**src/rtl/syscall_pkg.sv**
```systemverilog
// Shared types and constants for the system-call service unit.
package syscall_pkg;

    // Service-unit control states.
    typedef enum logic [1:0] {
        RUN,
        WAIT_IN,
        HALT
    } state_t;

    // Default service codes ($v0 values) for the MIPS calling convention.
    localparam int unsigned DEF_CODE_PRINT = 1;
    localparam int unsigned DEF_CODE_READ  = 5;
    localparam int unsigned DEF_CODE_EXIT  = 10;

    // Width of an occupancy counter that must represent 0..depth inclusive.
    function automatic int unsigned count_w(input int unsigned depth);
        return $clog2(depth + 1);
    endfunction

endpackage

```
**src/rtl/syscall_unit_if.sv**
```systemverilog
// Handshake bundle of the service unit: external input word and print queue output.
interface syscall_unit_if #(
    parameter int unsigned DATA_W = 32
) ();

    logic              in_valid;
    logic [DATA_W-1:0] in_data;
    logic              in_ready;
    logic              out_valid;
    logic [DATA_W-1:0] out_data;
    logic              out_ready;

    // Environment side: supplies input words and drains the print queue.
    modport master (
        output in_valid,
        output in_data,
        input  in_ready,
        input  out_valid,
        input  out_data,
        output out_ready
    );

    // Service-unit side.
    modport slave (
        input  in_valid,
        input  in_data,
        output in_ready,
        output out_valid,
        output out_data,
        input  out_ready
    );

endinterface

```
**src/rtl/sync_fifo.sv**
```systemverilog
// Single-clock first-word-fall-through FIFO with occupancy count.
module sync_fifo
    import syscall_pkg::*;
#(
    parameter int unsigned DATA_W = 32,
    parameter int unsigned DEPTH  = 8
) (
    input  logic                        clk,
    input  logic                        rst,
    input  logic                        push,
    input  logic [DATA_W-1:0]           wdata,
    input  logic                        pop,
    output logic [DATA_W-1:0]           rdata,
    output logic                        full,
    output logic                        empty,
    output logic [count_w(DEPTH)-1:0]   count
);

    localparam int unsigned AW = $clog2(DEPTH);

    logic [DATA_W-1:0] mem [DEPTH];
    logic [AW-1:0]     wr_ptr;
    logic [AW-1:0]     rd_ptr;
    logic              do_push;
    logic              do_pop;

    assign empty   = (count == '0);
    assign full    = (count == (count_w(DEPTH))'(DEPTH));
    assign rdata   = mem[rd_ptr];
    // A pop frees the slot a simultaneous push needs when full.
    assign do_pop  = pop && !empty;
    assign do_push = push && (!full || do_pop);

    // Storage array; contents need no reset since count gates visibility.
    always_ff @(posedge clk) begin
        if (do_push) begin
            mem[wr_ptr] <= wdata;
        end
    end

    // Pointers wrap naturally at DEPTH (power of two); count tracks occupancy.
    always_ff @(posedge clk or posedge rst) begin
        if (rst) begin
            wr_ptr <= '0;
            rd_ptr <= '0;
            count  <= '0;
        end else begin
            if (do_push) begin
                wr_ptr <= wr_ptr + 1'b1;
            end
            if (do_pop) begin
                rd_ptr <= rd_ptr + 1'b1;
            end
            case ({do_push, do_pop})
                2'b10:   count <= count + 1'b1;
                2'b01:   count <= count - 1'b1;
                default: count <= count;
            endcase
        end
    end

endmodule

```
**src/rtl/syscall_unit.sv**
```systemverilog
// System-call service unit: print queue, blocking read, sticky exit.
module syscall_unit
    import syscall_pkg::*;
#(
    parameter int unsigned DATA_W     = 32,
    parameter int unsigned DEPTH      = 8,
    parameter int unsigned CODE_PRINT = DEF_CODE_PRINT,
    parameter int unsigned CODE_READ  = DEF_CODE_READ,
    parameter int unsigned CODE_EXIT  = DEF_CODE_EXIT
) (
    input  logic                        clk,
    input  logic                        rst,
    input  logic                        syscall,
    input  logic [DATA_W-1:0]           RA,
    input  logic [DATA_W-1:0]           RB,
    syscall_unit_if.slave               io,
    output logic [DATA_W-1:0]           syscall_out,
    output logic                        wb_en,
    output logic [DATA_W-1:0]           wb_data,
    output logic                        stall,
    output logic                        hault,
    output logic [count_w(DEPTH)-1:0]   fifo_count
);

    state_t state;
    state_t state_next;
    logic   push;
    logic   fifo_full;
    logic   fifo_empty;
    logic   push_ok;

    logic   is_print;
    logic   is_read;
    logic   is_exit;

    assign is_print = (RA == DATA_W'(CODE_PRINT));
    assign is_read  = (RA == DATA_W'(CODE_READ));
    assign is_exit  = (RA == DATA_W'(CODE_EXIT));

    // When full, a print can still proceed if the display drains the head this cycle.
    assign push_ok      = !fifo_full || io.out_ready;
    assign io.out_valid = !fifo_empty;

    sync_fifo #(
        .DATA_W (DATA_W),
        .DEPTH  (DEPTH)
    ) u_print_fifo (
        .clk   (clk),
        .rst   (rst),
        .push  (push),
        .wdata (RB),
        .pop   (io.out_ready),
        .rdata (io.out_data),
        .full  (fifo_full),
        .empty (fifo_empty),
        .count (fifo_count)
    );

    // State register.
    always_ff @(posedge clk or posedge rst) begin
        if (rst) begin
            state <= RUN;
        end else begin
            state <= state_next;
        end
    end

    // Legacy display register: last value accepted by a print.
    always_ff @(posedge clk or posedge rst) begin
        if (rst) begin
            syscall_out <= '0;
        end else if (push) begin
            syscall_out <= RB;
        end
    end

    // Next-state and control outputs; reset forces every output low at once.
    always_comb begin
        state_next  = state;
        stall       = 1'b0;
        hault       = 1'b0;
        wb_en       = 1'b0;
        wb_data     = '0;
        io.in_ready = 1'b0;
        push        = 1'b0;
        if (!rst) begin
            unique case (state)
                RUN: begin
                    if (syscall) begin
                        if (is_print) begin
                            if (push_ok) begin
                                push = 1'b1;
                            end else begin
                                stall = 1'b1;
                            end
                        end else if (is_read) begin
                            stall      = 1'b1;
                            state_next = WAIT_IN;
                        end else if (is_exit) begin
                            hault      = 1'b1;
                            stall      = 1'b1;
                            state_next = HALT;
                        end
                    end
                end
                WAIT_IN: begin
                    if (!syscall) begin
                        state_next = RUN;
                    end else begin
                        io.in_ready = 1'b1;
                        if (io.in_valid) begin
                            wb_en      = 1'b1;
                            wb_data    = io.in_data;
                            state_next = RUN;
                        end else begin
                            stall = 1'b1;
                        end
                    end
                end
                HALT: begin
                    hault = 1'b1;
                    stall = 1'b1;
                end
                default: begin
                    state_next = RUN;
                end
            endcase
        end
    end

endmodule

```
**src/flat_wrapper.sv**
```systemverilog
// flat-port wrapper written by rule: the top's interface ports become plain ports
module syscall_unit_flat import syscall_pkg::*;
#(
    parameter int unsigned DATA_W     = 32,
    parameter int unsigned DEPTH      = 8,
    parameter int unsigned CODE_PRINT = DEF_CODE_PRINT,
    parameter int unsigned CODE_READ  = DEF_CODE_READ,
    parameter int unsigned CODE_EXIT  = DEF_CODE_EXIT
)
  (clk, rst, syscall, RA, RB, syscall_out, wb_en, wb_data, stall, hault, fifo_count, io_in_valid, io_in_data, io_in_ready, io_out_valid, io_out_data, io_out_ready);
  syscall_unit_if #(.DATA_W(DATA_W)) io_i ();
  input  logic clk;
  input  logic rst;
  input  logic syscall;
  input  logic [DATA_W-1:0] RA;
  input  logic [DATA_W-1:0] RB;
  output logic [DATA_W-1:0] syscall_out;
  output logic wb_en;
  output logic [DATA_W-1:0] wb_data;
  output logic stall;
  output logic hault;
  output logic [count_w(DEPTH)-1:0] fifo_count;
  input wire logic [$bits(io_i.in_valid)-1:0] io_in_valid;
  input wire logic [$bits(io_i.in_data)-1:0] io_in_data;
  output wire logic [$bits(io_i.in_ready)-1:0] io_in_ready;
  output wire logic [$bits(io_i.out_valid)-1:0] io_out_valid;
  output wire logic [$bits(io_i.out_data)-1:0] io_out_data;
  input wire logic [$bits(io_i.out_ready)-1:0] io_out_ready;
  assign io_i.in_valid = io_in_valid;
  assign io_i.in_data = io_in_data;
  assign io_in_ready = io_i.in_ready;
  assign io_out_valid = io_i.out_valid;
  assign io_out_data = io_i.out_data;
  assign io_i.out_ready = io_out_ready;
  syscall_unit #(.DATA_W(DATA_W), .DEPTH(DEPTH), .CODE_PRINT(CODE_PRINT), .CODE_READ(CODE_READ), .CODE_EXIT(CODE_EXIT)) u_core (.clk(clk), .rst(rst), .syscall(syscall), .RA(RA), .RB(RB), .io(io_i), .syscall_out(syscall_out), .wb_en(wb_en), .wb_data(wb_data), .stall(stall), .hault(hault), .fifo_count(fifo_count));
endmodule
```
**config.mk**
```make
export PLATFORM = sky130hd
export DESIGN_NAME = syscall_unit_flat
export DESIGN_NICKNAME = d
export VERILOG_FILES = /design/src/rtl/syscall_pkg.sv /design/src/rtl/syscall_unit_if.sv /design/src/rtl/sync_fifo.sv /design/src/rtl/syscall_unit.sv /design/src/flat_wrapper.sv
export SDC_FILE = /design/constraint.sdc
export NUM_CORES = 1
export LEC_CHECK = 0
export CAP_MARGIN = 25
export CORE_MARGIN = 2
export CORE_UTILIZATION = 48
export CTS_CLUSTER_SIZE = 20
export DETAILED_ROUTE_END_ITERATION = 16
export PLACE_DENSITY = 0.76
export SLEW_MARGIN = 20
export SYNTH_ARGS = -nofsm -noshare
export SYNTH_HDL_FRONTEND = slang
export SYNTH_SLANG_ARGS = --single-unit
```
**constraint.sdc**
```tcl
create_clock -name clk -period 5.9 [get_ports clk]
set_clock_uncertainty 0.2 [all_clocks]
set_input_delay 0.885 -clock clk [delete_from_list [all_inputs] [get_ports clk]]
set_output_delay 0.885 -clock clk [all_outputs]
set_load 0.01 [all_outputs]
```
==> results.md <==
* Post-Layout Cell Count at 1154
* Seq/Total Area, Yosys at 0.7288
* Worst setup EP type: output pin
* Cts bufs inserted at 30
* Die ar. at 26410 um^2
* Per-cell routed wire length at 22.82 um
* Min-delay worst type: flop to flop
* R2R cell count at 10
* LEAKAGE at approximately 5.3 nW
* Iter 0 DRT Violations at 391
* Hold path cells at 1
* Critical path class: input pin to output pin
* WL final at between 20000 and 30000 um
* Root buf cell: clkbuf_16
* Vias/cell at ~5.6
* Gr usage total at 0.2025
* Core Area at 24890 um^2
* Critical path, cell by cell: clkdlybuf4s50_1 -> nor4bb_1 -> o2111ai_1 -> a2111oi_0 -> o21bai_1 -> clkdlybuf4s50_1
* Post-CTS Resized at 0
* RR Endpoint: u_core.u_print_fifo.count[2]
* Switching pwr at 0.0009696 W
* Hold WS at 0.3068 ns
* Register share of total power at 0.505
* Initial antenna violation count at 0
* Period utilisation layout at 0.7517
* Worst slew margin at 0.3617
* Mean Syn Cell Area at 20.90 um^2
* Vias in the first global route at 7280
* Synth Warn # at 0
* Clock latency on the worst-skew pair at ~0.56 ns
* CP bufs+invs at 2
* Sw frac at 0.2099
* CP delay by family, top: buffers and inverters
* Placement row count at 58
* Clk pin slew, worst setup/hold paths at 0.06 ns
* Fin. Hold Viols at 0
* RSZ-0062 raised after global routing: no
* ANT nets after route at 0
* Diode count at 0
* Synthesized flop and latch total at 300
* Clock sinks at 300
* R2r setup slk at 2.36 ns
* Final Util at 0.6236
* # port buffers at between 200 and 250
* Synth cell types at 43
* Hold_sp: u_core.syscall_out[13]
* Via count at 6492
* Area grow syn2layout at 28.72%
* Slowest CP cell: clkdlybuf4s50_1
* Die height at 162.5 um
* Required time worst endpoint at 4.82 ns
* Largest net degree at the start of global routing at 67
* I/O pins at 206
* Total gr overflow at 0
* First-pass GRT wire length at just over 40000 um
* Synthesized cell area at 12060 um^2
* Clock power frac at 0.398
* Critical path's most frequent cell: clkdlybuf4s50_1
* Largest cells by area after synthesis: edfxtp_1 64%, mux4_2 12%, dfrtp_1 9.1%
* Drt first pass iters at 5
* Crit path launch type: input pin
* Endpoints failing setup at 0
* Post-CTS setup buffers at 0
* WP data arrival at 3.35 ns
* Final setup TNS at 0 ns
* CTS tree: built
* DRC at 0
* Run status: finished clean
* CP max FO at 5
* Area share of the largest cell type after synthesis at 0.6375
* CTS H-Tree Depth at 1
* Final setup margin at 1.465 ns
* Cell count after synthesis at 577
* Total of max-cap violations at 0
* HPWL after DPL at 16160 um
* Routability cong. at roughly 1
* CP max stage delay at 0.58 ns
* Clock Path Buffers at 3
* Reg-to-Reg Start: u_core.state[0]
* Die X at 162.5 um
* Max Fclk at 225.5 MHz
* Min Tclk post-route at roughly 4.4 ns
* Starting Density at 0.4845
* WHS Endpoint: u_core.syscall_out[13]
* Worst Tran Pin Value at 0.9575 ns
* Max-slew violations at 0
* Worst VDD drop at 0.0001845 V
* Syn_nets at 683
* Combinational group share of total power at 0.097
* Placed Instances at between 1000 and 1500
* Hold buffers post-CTS at 0
* Power Density at 297.6 nW/um^2
* Post-synth top area cell: edfxtp_1
* Share of cells above drive strength 1 at 0.2549
* Int Power at 0.003650 W
* NumNets Final at 907
* Pre-CTS setup slack at 1.498 ns
cell usage after synthesis:
library cell	n
nor4_1	7
and3_1	33
mux4_2	64
nor2b_1	2
or4_1	2
and4_2	1
and2_1	1
ha_1	5
a2111oi_0	1
nor3_1	5
buf_1	1
nor4b_1	2
buf_8	3
nand4_2	1
nand4_1	3
o2111ai_1	1
buf_2	5
xnor2_1	4
edfxtp_1	256
nand2_1	5
a21boi_0	1
xor2_1	5
nand4bb_1	1
a21oi_1	1
mux2_4	29
o21bai_1	2
inv_1	3
clkbuf_1	18
nor4bb_1	2
o21ba_2	1
o22ai_1	1
nor4_2	3
dfrtp_1	44
or3_1	1
nor3b_1	1
nor2_1	5
nand3_1	7
nor4_4	1
or2_2	1
a211oi_1	2
nand2b_1	4
o21ai_0	4
mux2_2	38
flip-flops by register name (all words and copies together), names as in the netlist:
register                    count
u_core.u_print_fifo.mem       256
u_core.syscall_out             32
u_core.u_print_fifo.count       4
u_core.u_print_fifo.rd_ptr      3
u_core.u_print_fifo.wr_ptr      3
u_core.state                    2
logic make-up (layout without fill, tap and decap cells):
logic type | Yosys count | count (layout) | share of synthesized area
AOI/OAI and AO/OA | 14 | 14 | 0.007989
xor gates and xnor gates | 9 | 9 | 0.006536
and+or+nand+nor | 88 | 88 | 0.04773
DFF | 300 | 300 | 0.7288
muxes | 131 | 131 | 0.1911
buffers and inverters | 30 | 277 | 0.01266
adders and majority gates | 5 | 5 | 0.005188
power groups by stage:
stage | clock network, W | logic, W | registers [W]
3_5_place_dp | 0 | 0.000458 | 0.00238
2_1_floorplan | 0 | 0.000261 | 0.00235
4_1_cts | 0.00188 | 0.000459 | 0.00233
3_3_place_gp | 0 | 0.000403 | 0.00241
5_1_grt | 0.00196 | 0.000485 | 0.00234
6_report | 0.00184 | 0.000449 | 0.00233
worst max-delay path by stage:
stage | from | end | slack, ns | cells after the start
3_3_place_gp | RA[17] | u_core.u_print_fifo.count[2] | 1.57 | 11
5_1_grt | u_core.u_print_fifo.rd_ptr[0] | io_out_data[11] | 1.31 | 5
6_report | RA[2] | stall | 1.46 | 6
3_5_place_dp | RA[19] | u_core.u_print_fifo.count[2] | 1.50 | 11
2_1_floorplan | RA[17] | u_core.u_print_fifo.mem[4][0] | -0.21 | 4
4_1_cts | u_core.u_print_fifo.rd_ptr[0] | io_out_data[16] | 1.40 | 5
metal layers:
| metal | share of wire | vias up | track usage |
|---|---|---|---|
| li1 | - | 2820 | - |
| met1 | 0.39 | 3325 | 0.2595 |
| met2 | 0.51 | 300 | 0.3530 |
| met3 | 0.073 | 47 | 0.04253 |
| met4 | 0.022 | 0 | 0.05632 |
| met5 | 0 | - | 0 |
stage by stage:
stage	instance area [um^2]	total power (W)
detailed placement	14560	0.002837
floorplan	12060	0.002616
global route	15520	0.004781
global placement	14530	0.002814
CTS	15520	0.004674
finish	15520	0.004619
cell type report:
class / instances / area [um^2]
multi-input cells: 247 / 3163
fillers: 1733 / 9369
flip-flops and latches: 300 / 8797
clock buffers: 38 / 822.0
well taps: 330 / 412.9
repair buffers: 219 / 2177
inverters: 3 / 11.26
clock inverters: 17 / 138.9
layout by cell type (no fill, tap or decap), types with 6 or more instances in the layout:
cell	Yosys	routed
dfrtp_1	44	41
clkbuf_16	0	31
and3_1	33	33
edfxtp_1	256	256
mux2_2	38	38
mux2_4	29	29
buf_4	0	13
nand3_1	7	7
clkinv_2	0	6
mux4_2	64	64
clkdlybuf4s50_1	0	205
Note: power is estimated with default switching activity, not from simulation.
